## src/rtl/multdiv_pkg.sv

```systemverilog
// Shared definitions for the multdiv sequencer: FSM state encoding,
// operation codes, the $rstatus register index and default exception codes.
package multdiv_pkg;

    typedef enum logic [1:0] {
        IDLE = 2'd0,
        RUN  = 2'd1,
        DONE = 2'd2
    } state_t;

    typedef enum logic {
        OP_MULT = 1'b0,
        OP_DIV  = 1'b1
    } op_t;

    localparam logic [4:0] RSTATUS_REG           = 5'd30;
    localparam int         MULT_EXC_CODE_DEFAULT = 4;
    localparam int         DIV_EXC_CODE_DEFAULT  = 5;

    // Exception code reported on wb_data for a given operation.
    function automatic int exc_code(input logic op, input int mult_code, input int div_code);
        return (op == OP_DIV) ? div_code : mult_code;
    endfunction

endpackage

```

## src/rtl/multdiv_cycle_counter.sv

```systemverilog
// Busy-cycle counter for the multdiv sequencer. Cleared when a request is
// accepted, advanced once per RUN cycle, and flags the last allowed cycle
// (count == MAX_CYCLES-1) so the FSM can force a timeout completion.
module multdiv_cycle_counter #(
    parameter int MAX_CYCLES = 40,
    localparam int CW = (MAX_CYCLES > 1) ? $clog2(MAX_CYCLES) : 1
) (
    input  logic i_clock,
    input  logic i_reset,
    input  logic i_clear,
    input  logic i_enable,
    output logic o_tc
);

    logic [CW-1:0] r_count;

    // Count register: clear has priority over enable.
    always_ff @(posedge i_clock or posedge i_reset) begin
        if (i_reset) begin
            r_count <= '0;
        end else if (i_clear) begin
            r_count <= '0;
        end else if (i_enable) begin
            r_count <= r_count + 1'b1;
        end
    end

    assign o_tc = (r_count == CW'(MAX_CYCLES - 1));

endmodule

```

## src/rtl/multdiv_ctrl.sv

```systemverilog
// Sequencer between the execute stage and the iterative multdiv unit.
// Accepts one mult/div request, issues a single start pulse, holds operands,
// stalls the pipeline until the unit answers (or times out) and presents the
// result or $rstatus exception code for one cycle.
// Optional feature macro: MULTDIV_DIVZERO_FAST_EN -- divide by zero completes
// directly with the div exception code and never starts the unit.
module multdiv_ctrl
    import multdiv_pkg::*;
#(
    parameter int DW            = 32,
    parameter int MAX_CYCLES    = 40,
    parameter int MULT_EXC_CODE = MULT_EXC_CODE_DEFAULT,
    parameter int DIV_EXC_CODE  = DIV_EXC_CODE_DEFAULT
) (
    input  logic          i_clock,
    input  logic          i_reset,
    input  logic          i_req_valid,
    input  logic          i_req_op,
    input  logic [DW-1:0] i_req_a,
    input  logic [DW-1:0] i_req_b,
    input  logic [4:0]    i_req_rd,
    input  logic          i_flush,
    output logic          o_ctrl_MULT,
    output logic          o_ctrl_DIV,
    output logic [DW-1:0] o_unit_a,
    output logic [DW-1:0] o_unit_b,
    input  logic [DW-1:0] i_unit_result,
    input  logic          i_unit_exc,
    input  logic          i_unit_rdy,
    output logic          o_stall,
    output logic          o_wb_valid,
    output logic [DW-1:0] o_wb_data,
    output logic [4:0]    o_wb_reg,
    output logic          o_busy
);

    state_t        r_state;
    state_t        w_state_next;

    logic          r_op;
    logic [4:0]    r_rd;
    logic [DW-1:0] r_unit_a;
    logic [DW-1:0] r_unit_b;
    logic [DW-1:0] r_wb_data;
    logic [4:0]    r_wb_reg;

    logic          w_accept;
    logic          w_divzero;
    logic          w_launch;
    logic          w_stall;
    logic          w_cnt_clear;
    logic          w_cnt_en;
    logic          w_tc;
    logic          w_capture;
    logic [DW-1:0] w_cap_data;
    logic [4:0]    w_cap_reg;

    // A request is taken only from IDLE and never while reset is held, so
    // the combinational start pulse and stall are quiet during reset.
    assign w_accept = (r_state == IDLE) && i_req_valid && !i_flush && !i_reset;

`ifdef MULTDIV_DIVZERO_FAST_EN
    assign w_divzero = (i_req_op == OP_DIV) && (i_req_b == '0);
`else
    assign w_divzero = 1'b0;
`endif

    // The unit is only started when the request actually needs it.
    assign w_launch = w_accept && !w_divzero;

    multdiv_cycle_counter #(
        .MAX_CYCLES (MAX_CYCLES)
    ) u_counter (
        .i_clock  (i_clock),
        .i_reset  (i_reset),
        .i_clear  (w_cnt_clear),
        .i_enable (w_cnt_en),
        .o_tc     (w_tc)
    );

    // State register.
    always_ff @(posedge i_clock or posedge i_reset) begin
        if (i_reset) begin
            r_state <= IDLE;
        end else begin
            r_state <= w_state_next;
        end
    end

    // Next-state, stall, counter control and result-capture selection.
    always_comb begin
        w_state_next = r_state;
        w_stall      = 1'b0;
        w_cnt_clear  = 1'b0;
        w_cnt_en     = 1'b0;
        w_capture    = 1'b0;
        w_cap_data   = '0;
        w_cap_reg    = '0;
        case (r_state)
            IDLE: begin
                if (w_accept) begin
                    w_stall     = 1'b1;
                    w_cnt_clear = 1'b1;
                    if (w_divzero) begin
                        // Short-circuit: the answer is known without the unit.
                        w_capture    = 1'b1;
                        w_cap_data   = DW'(DIV_EXC_CODE);
                        w_cap_reg    = RSTATUS_REG;
                        w_state_next = DONE;
                    end else begin
                        w_state_next = RUN;
                    end
                end
            end
            RUN: begin
                w_stall  = 1'b1;
                w_cnt_en = 1'b1;
                if (i_flush) begin
                    // Squashed instruction: drop whatever the unit returns.
                    w_state_next = IDLE;
                end else if (i_unit_rdy) begin
                    // A ready strobe beats a coincident timeout.
                    w_capture    = 1'b1;
                    w_state_next = DONE;
                    if (i_unit_exc) begin
                        w_cap_data = DW'(exc_code(r_op, MULT_EXC_CODE, DIV_EXC_CODE));
                        w_cap_reg  = RSTATUS_REG;
                    end else begin
                        w_cap_data = i_unit_result;
                        w_cap_reg  = r_rd;
                    end
                end else if (w_tc) begin
                    w_capture    = 1'b1;
                    w_cap_data   = DW'(exc_code(r_op, MULT_EXC_CODE, DIV_EXC_CODE));
                    w_cap_reg    = RSTATUS_REG;
                    w_state_next = DONE;
                end
            end
            DONE: begin
                // Same instruction is still presented here; do not re-accept it.
                w_state_next = IDLE;
            end
            default: begin
                w_state_next = IDLE;
            end
        endcase
    end

    // Request latches: operands held stable for the unit while it runs.
    always_ff @(posedge i_clock or posedge i_reset) begin
        if (i_reset) begin
            r_op     <= 1'b0;
            r_rd     <= '0;
            r_unit_a <= '0;
            r_unit_b <= '0;
        end else if (w_accept) begin
            r_op     <= i_req_op;
            r_rd     <= i_req_rd;
            r_unit_a <= i_req_a;
            r_unit_b <= i_req_b;
        end
    end

    // Write-back registers loaded on completion, shown during DONE.
    always_ff @(posedge i_clock or posedge i_reset) begin
        if (i_reset) begin
            r_wb_data <= '0;
            r_wb_reg  <= '0;
        end else if (w_capture) begin
            r_wb_data <= w_cap_data;
            r_wb_reg  <= w_cap_reg;
        end
    end

    assign o_ctrl_MULT = w_launch && (i_req_op == OP_MULT);
    assign o_ctrl_DIV  = w_launch && (i_req_op == OP_DIV);
    assign o_unit_a    = r_unit_a;
    assign o_unit_b    = r_unit_b;
    assign o_stall     = w_stall;
    assign o_wb_valid  = (r_state == DONE);
    assign o_wb_data   = r_wb_data;
    assign o_wb_reg    = r_wb_reg;
    assign o_busy      = (r_state != IDLE);

endmodule
```

## config.mk

```make
export PLATFORM = sky130hd
export DESIGN_NAME = multdiv_ctrl
export DESIGN_NICKNAME = d
export VERILOG_FILES = /design/src/rtl/multdiv_pkg.sv /design/src/rtl/multdiv_cycle_counter.sv /design/src/rtl/multdiv_ctrl.sv
export SDC_FILE = /design/constraint.sdc
export NUM_CORES = 1
export LEC_CHECK = 0
export CORE_MARGIN = 1.5
export CORE_UTILIZATION = 44
export CTS_CLUSTER_DIAMETER = 100
export DETAILED_ROUTE_END_ITERATION = 8
export PLACE_DENSITY = 0.84
export SYNTH_ARGS = -nofsm -noshare
export SYNTH_HDL_FRONTEND = slang
export SYNTH_SLANG_ARGS = --single-unit
```

## constraint.sdc

```tcl
create_clock -name i_clock -period 7.1 [get_ports i_clock]
set_input_delay 1.42 -clock i_clock [delete_from_list [all_inputs] [get_ports i_clock]]
set_output_delay 1.42 -clock i_clock [all_outputs]
set_load 0.05 [all_outputs]
```

# Word level (Yosys, flattened, before mapping)
# Cells that the tools add are included.
# classes
n_addsub,1
n_eq_ne,5
n_mux,26
n_bitwise,1
n_reduce_logical,11
# op_table
operator,count
32-bit 2-to-1 mux,4
5-bit 2-to-1 mux,5
6-bit 2-to-1 mux,2
1-bit 2-to-1 mux,8
2-bit 2-to-1 mux,4
6-bit by 1-bit adder with 6-bit output (second input constant),1
6-bit equality test (second input constant),1
1-bit logical AND,5
4-bit by 3-bit inequality test with 1-bit output (second input constant),1
2-bit case mux with 2 select lines,1
2-bit nonzero test,2
3-bit 2-to-1 mux,1
2-bit by 1-bit equality test with 1-bit output (second input constant),1
2-bit equality test (second input constant),1
1-bit logical NOT,2
2-bit logical NOT,1
2-bit inequality test (second input constant),1
1-bit case mux with 2 select lines,1
2-bit AND reduction,1
1-bit inverter,1
# totals
ff_bits,115
input_bits,108

# Longest topological paths before layout
# logic_depth
ltp_word,7
ltp_mapped,5

# Cells and area by module
# From an unflattened synthesis, not the netlist that was laid out.
# unflattened
cells_unflattened,278
hier_area_um2,4350.4
# modules_own_cells
module,instances,cells_each,area_each_um2
multdiv_ctrl,1,251,4065.1
multdiv_cycle_counter,1,27,285.3

# Worst setup path after synthesis
# OpenSTA, ideal clock, no wires.
# synth_path
kind,in2out
from,input i_reset
to,output o_stall
arrival_time_ps,4813
required_ps,5680
slack_ps,867
stages,3
n_path_buf,0
cell_sequence,inv_1 > a31oi_1 > nor2_1
# synth_via
elab_chain_cells,4
# synth_lines
element,line,text
start: declaration,multdiv_ctrl.sv:16,"input logic i_reset,"
1-bit logical NOT (no source line),n/a,
1-bit logical AND,multdiv_ctrl.sv:60,assign w_accept = (r_state == IDLE) && i_req_valid && !i_flush && !i_reset;
1-bit 2-to-1 mux,multdiv_ctrl.sv:101,if (w_accept) begin
1-bit case mux with 2 select lines,multdiv_ctrl.sv:99,case (r_state)
end: declaration,multdiv_ctrl.sv:30,"output logic o_stall,"
# Every way passes these cells.

# Final worst setup path
# layout_path
from,input i_flush
to,output o_ctrl_MULT
# layout_via
elab_chain_cells,4
# layout_lines
element,line,text
start: declaration,multdiv_ctrl.sv:22,"input logic i_flush,"
1-bit logical NOT,multdiv_ctrl.sv:60,
1-bit logical AND (2 in series),multdiv_ctrl.sv:60,
1-bit logical AND,multdiv_ctrl.sv:175,assign o_ctrl_MULT = w_launch && (i_req_op == OP_MULT);
end: declaration,multdiv_ctrl.sv:23,"output logic o_ctrl_MULT,"
# Every way passes these cells.

==> results by group <==
Timing
  • Worst-margin pin slew: 1.04 ns
  • Max Clock Freq: 198 MHz
  • Worst hold slack: 0.483 ns
  • Finish-stage setup viols: 0
  • Slew Viols, Final: 0
  • Final hold violation count: 0
  • RSZ-0062 raised after global routing: no
  • Setup TNS: 0 ns
  • Crit share post-route: 71.2%
  • Final Skew: 0.0103 ns
  • Worst slew margin: 30.5%
  • Minimum clock period: 5.06 ns

Floorplanning
  • Core region area: 9860 um2
  • # IOs: 214
  • Height of the die: 104 um
  • Die area: 10900 um2
  • Die Width: 104 um
  • Num rows: 36
  • Initial Util: 45.9%

Global route
  • First-pass GRT wire length: 18.7 mm
  • Total track usage: 22.2%
  • Initial antenna violation count: 0
  • Gr ovfl total: 0
  • Vias in the first global route: 3461
  • Pin count of the biggest net entering global routing: 66

Detailed routing
  • Per-cell routed wire length: 17.9 um
  • Drt initial violations: 81
  • WL final: 11.6 mm
  • Via count: 3269
  • Via/cell ratio: 5.03
  • Drt first pass iters: 4
  • Residual DRC: 0
  • Routed Antenna Nets: 0

Worst setup path
  • Reg2reg end: o_unit_b[24]
  • Crit Path Class: input port to output pin
  • Reg2Reg Depth: 4
  • RR Startpoint: r_state[1]
  • Arrival @ worst endpoint: 3.64 ns
  • Worst EP required: 5.68 ns
  • Crit path cell chain: clkdlybuf4s50_1, or4b_4, or2_4, nor2_1, clkdlybuf4s50_1
  • R2R setup slack: 4.76 ns
  • Worst Path Max Fanout: 6
  • CP dominant cell by count: clkdlybuf4s50_1
  • Critical Path Start Type: input port
  • Crit path from: i_flush
  • Critical Path Sink Type: output pin
  • CP endpoint: o_ctrl_MULT
  • Largest stage delay on the critical path: 0.80 ns
  • CP max-delay cell: clkdlybuf4s50_1

Synth
  • FF+latch count, synth: 115
  • Most area-consuming cells after synthesis: dfrtp_1 64%, mux2_4 13%, mux2_2 8.0%
  • Synth cell types: 36
  • Synth area leader: dfrtp_1
  • Post-synthesis sequential area ratio: 63.5%
  • Post-Syn Instances: 282
  • Synthesized area: 4530 um2
  • Syn nets: 391
  • Yosys Warn Count: 0
  • Area share of the largest cell type after synthesis: 63.5%
  • Avg Inst Size Synth: 16.1 um2

Cells and area
  • Layout cell share with drive strength beyond 1: 21.7%
  • Fill count: 646
  • Post-layout nets: 613
  • Area Growth Syn to Fin: 62.6%
  • Final instance area: 7370 um2
  • Inserted Diodes: 0
  • Storage element area: 2880 um2
  • Multi-input combinational cell area: 1550 um2

Clock tree
  • Skew-Pair Late Insertion Delay: 0.51 ns
  • Clk sinks: 115
  • H-tree levels: 4
  • Clock Tree Root: clkbuf_8
  • Post-CTS resize count: 0
  • TritonCTS Buffers: 17
  • Worst-case clock buffer depth: 2
  • Post-CTS setup buffer count: 0
  • Worst-path clk slew: 0.06 ns
  • Hold_buf cts: 0
  • CTS tree: done

Outcome
  • Status: finished clean

Power
  • Total internal power: 0.00172 W
  • NetSw: 0.000996 W
  • Clock power frac: 30.7%
  • VDD IR max: 0.000223 V
  • Leak: 3.26 nW
  • Logic gate share of total power: 36.7%
  • Sw frac: 36.7%
  • Seq pwr share: 32.6%
  • PwrDens: 368 nW/um2

Placed design
  • GP Congestion: 0.755
  • Placed cell areas: 6780 um2
  • Port buffer count: 213
  • DPL Wire Length: 8.00 mm

Worst hold path
  • Hold WC Path Type: flop to flop

Flow run
  • Max_cap viols: 0
-- through the flow --
stage | worst slack, ns | instances | power, W | utilization (%)
after floorplan | 0.867 | 282 | 0.00151 | -
final | 2.04 | 650 | 0.00271 | 74.7
after global routing | 1.90 | 650 | 0.00281 | 74.7
after detailed placement | 2.04 | 618 | 0.00189 | 68.7
after CTS | 2.02 | 650 | 0.00273 | 74.7
after global placement | 2.05 | 618 | 0.00187 | 68.7
-- cell usage after synthesis --
library cell,instances
or2_2,1
mux2i_1,2
or2_1,2
nand2b_1,1
a22o_1,31
o32a_1,1
buf_2,3
nor2_1,8
mux2_2,32
a21oi_1,2
o31ai_1,1
o41a_1,1
or4b_4,1
inv_1,4
nand4bb_1,1
dfrtp_1,115
o41ai_1,1
and2_1,1
a31oi_1,1
o221ai_1,1
mux2_4,38
and3b_1,1
nand3b_1,2
buf_6,5
nand2_1,1
nor2b_1,1
or3_1,2
xor2_1,2
a22oi_1,1
o22a_1,5
o21ai_0,2
nand4b_1,2
ha_1,1
nor4b_1,1
nand3_1,1
clkbuf_1,7
-- kinds of logic after synthesis --
family / count (synthesis) / synth area share, %
compound gates: 47 / 8.73
flops: 115 / 63.5
buf+inv: 19 / 2.49
simple gates: 26 / 3.62
xor+xnor: 2 / 0.387
mux: 72 / 21.0
fa+ha+maj: 1 / 0.276
-- power by group through the flow --
stage                     Combinational [W]  Sequential (W)  Clock [W]
final                              0.000994        0.000884   0.000833
after detailed placement           0.000996        0.000890          0
after global routing                0.00103        0.000902   0.000885
after global placement             0.000982        0.000885          0
after CTS                           0.00100        0.000885   0.000848
after floorplan                    0.000192         0.00132          0
-- layout make-up --
type                    count  area share (%)
well taps                 133            2.26
flip-flops and latches    115            39.1
clock inverters            13            2.04
clock buffers              19            5.99
inverters                   4           0.238
repair buffers            218            29.4
multi-input cells         148            21.0
-- worst max-delay path, delay by kind of cell --
| kind | cells | cell delay, ns |
|---|---|---|
| buffers and inverters | 2 | 1.30 |
| and+or+nand+nor | 3 | 0.91 |
-- per-layer routing --
layer | part of all wire (%) | global-route usage [%]
met3 | 8.3 | 8.77
met5 | 0 | 0
met2 | 49 | 35.9
met4 | 2.1 | 9.13
met1 | 41 | 26.4
-- worst min-delay path by stage --
stage | start | end | slack, ns | cells after the start
after floorplan | r_rd[1] | o_wb_reg[1] | 0.46 | 1
after global placement | r_rd[1] | o_wb_reg[1] | 0.47 | 1
after detailed placement | r_rd[1] | o_wb_reg[1] | 0.48 | 1
after CTS | r_rd[1] | o_wb_reg[1] | 0.49 | 1
after global routing | r_rd[4] | o_wb_reg[4] | 0.50 | 1
final | r_rd[1] | o_wb_reg[1] | 0.48 | 1
-- layout by cell type (no fill, tap or decap), drive strengths merged, types with 3 or more instances in the layout --
master / instances
clkinvlp: 5
or2: 3
dfrtp: 115
a22o: 31
mux2: 70
clkbuf: 19
clkinv: 3
inv: 7
nor2: 8
clkdlybuf4s50: 213
buf: 5
o22a: 5
No activity file was read; power rests on OpenSTA's default activity.
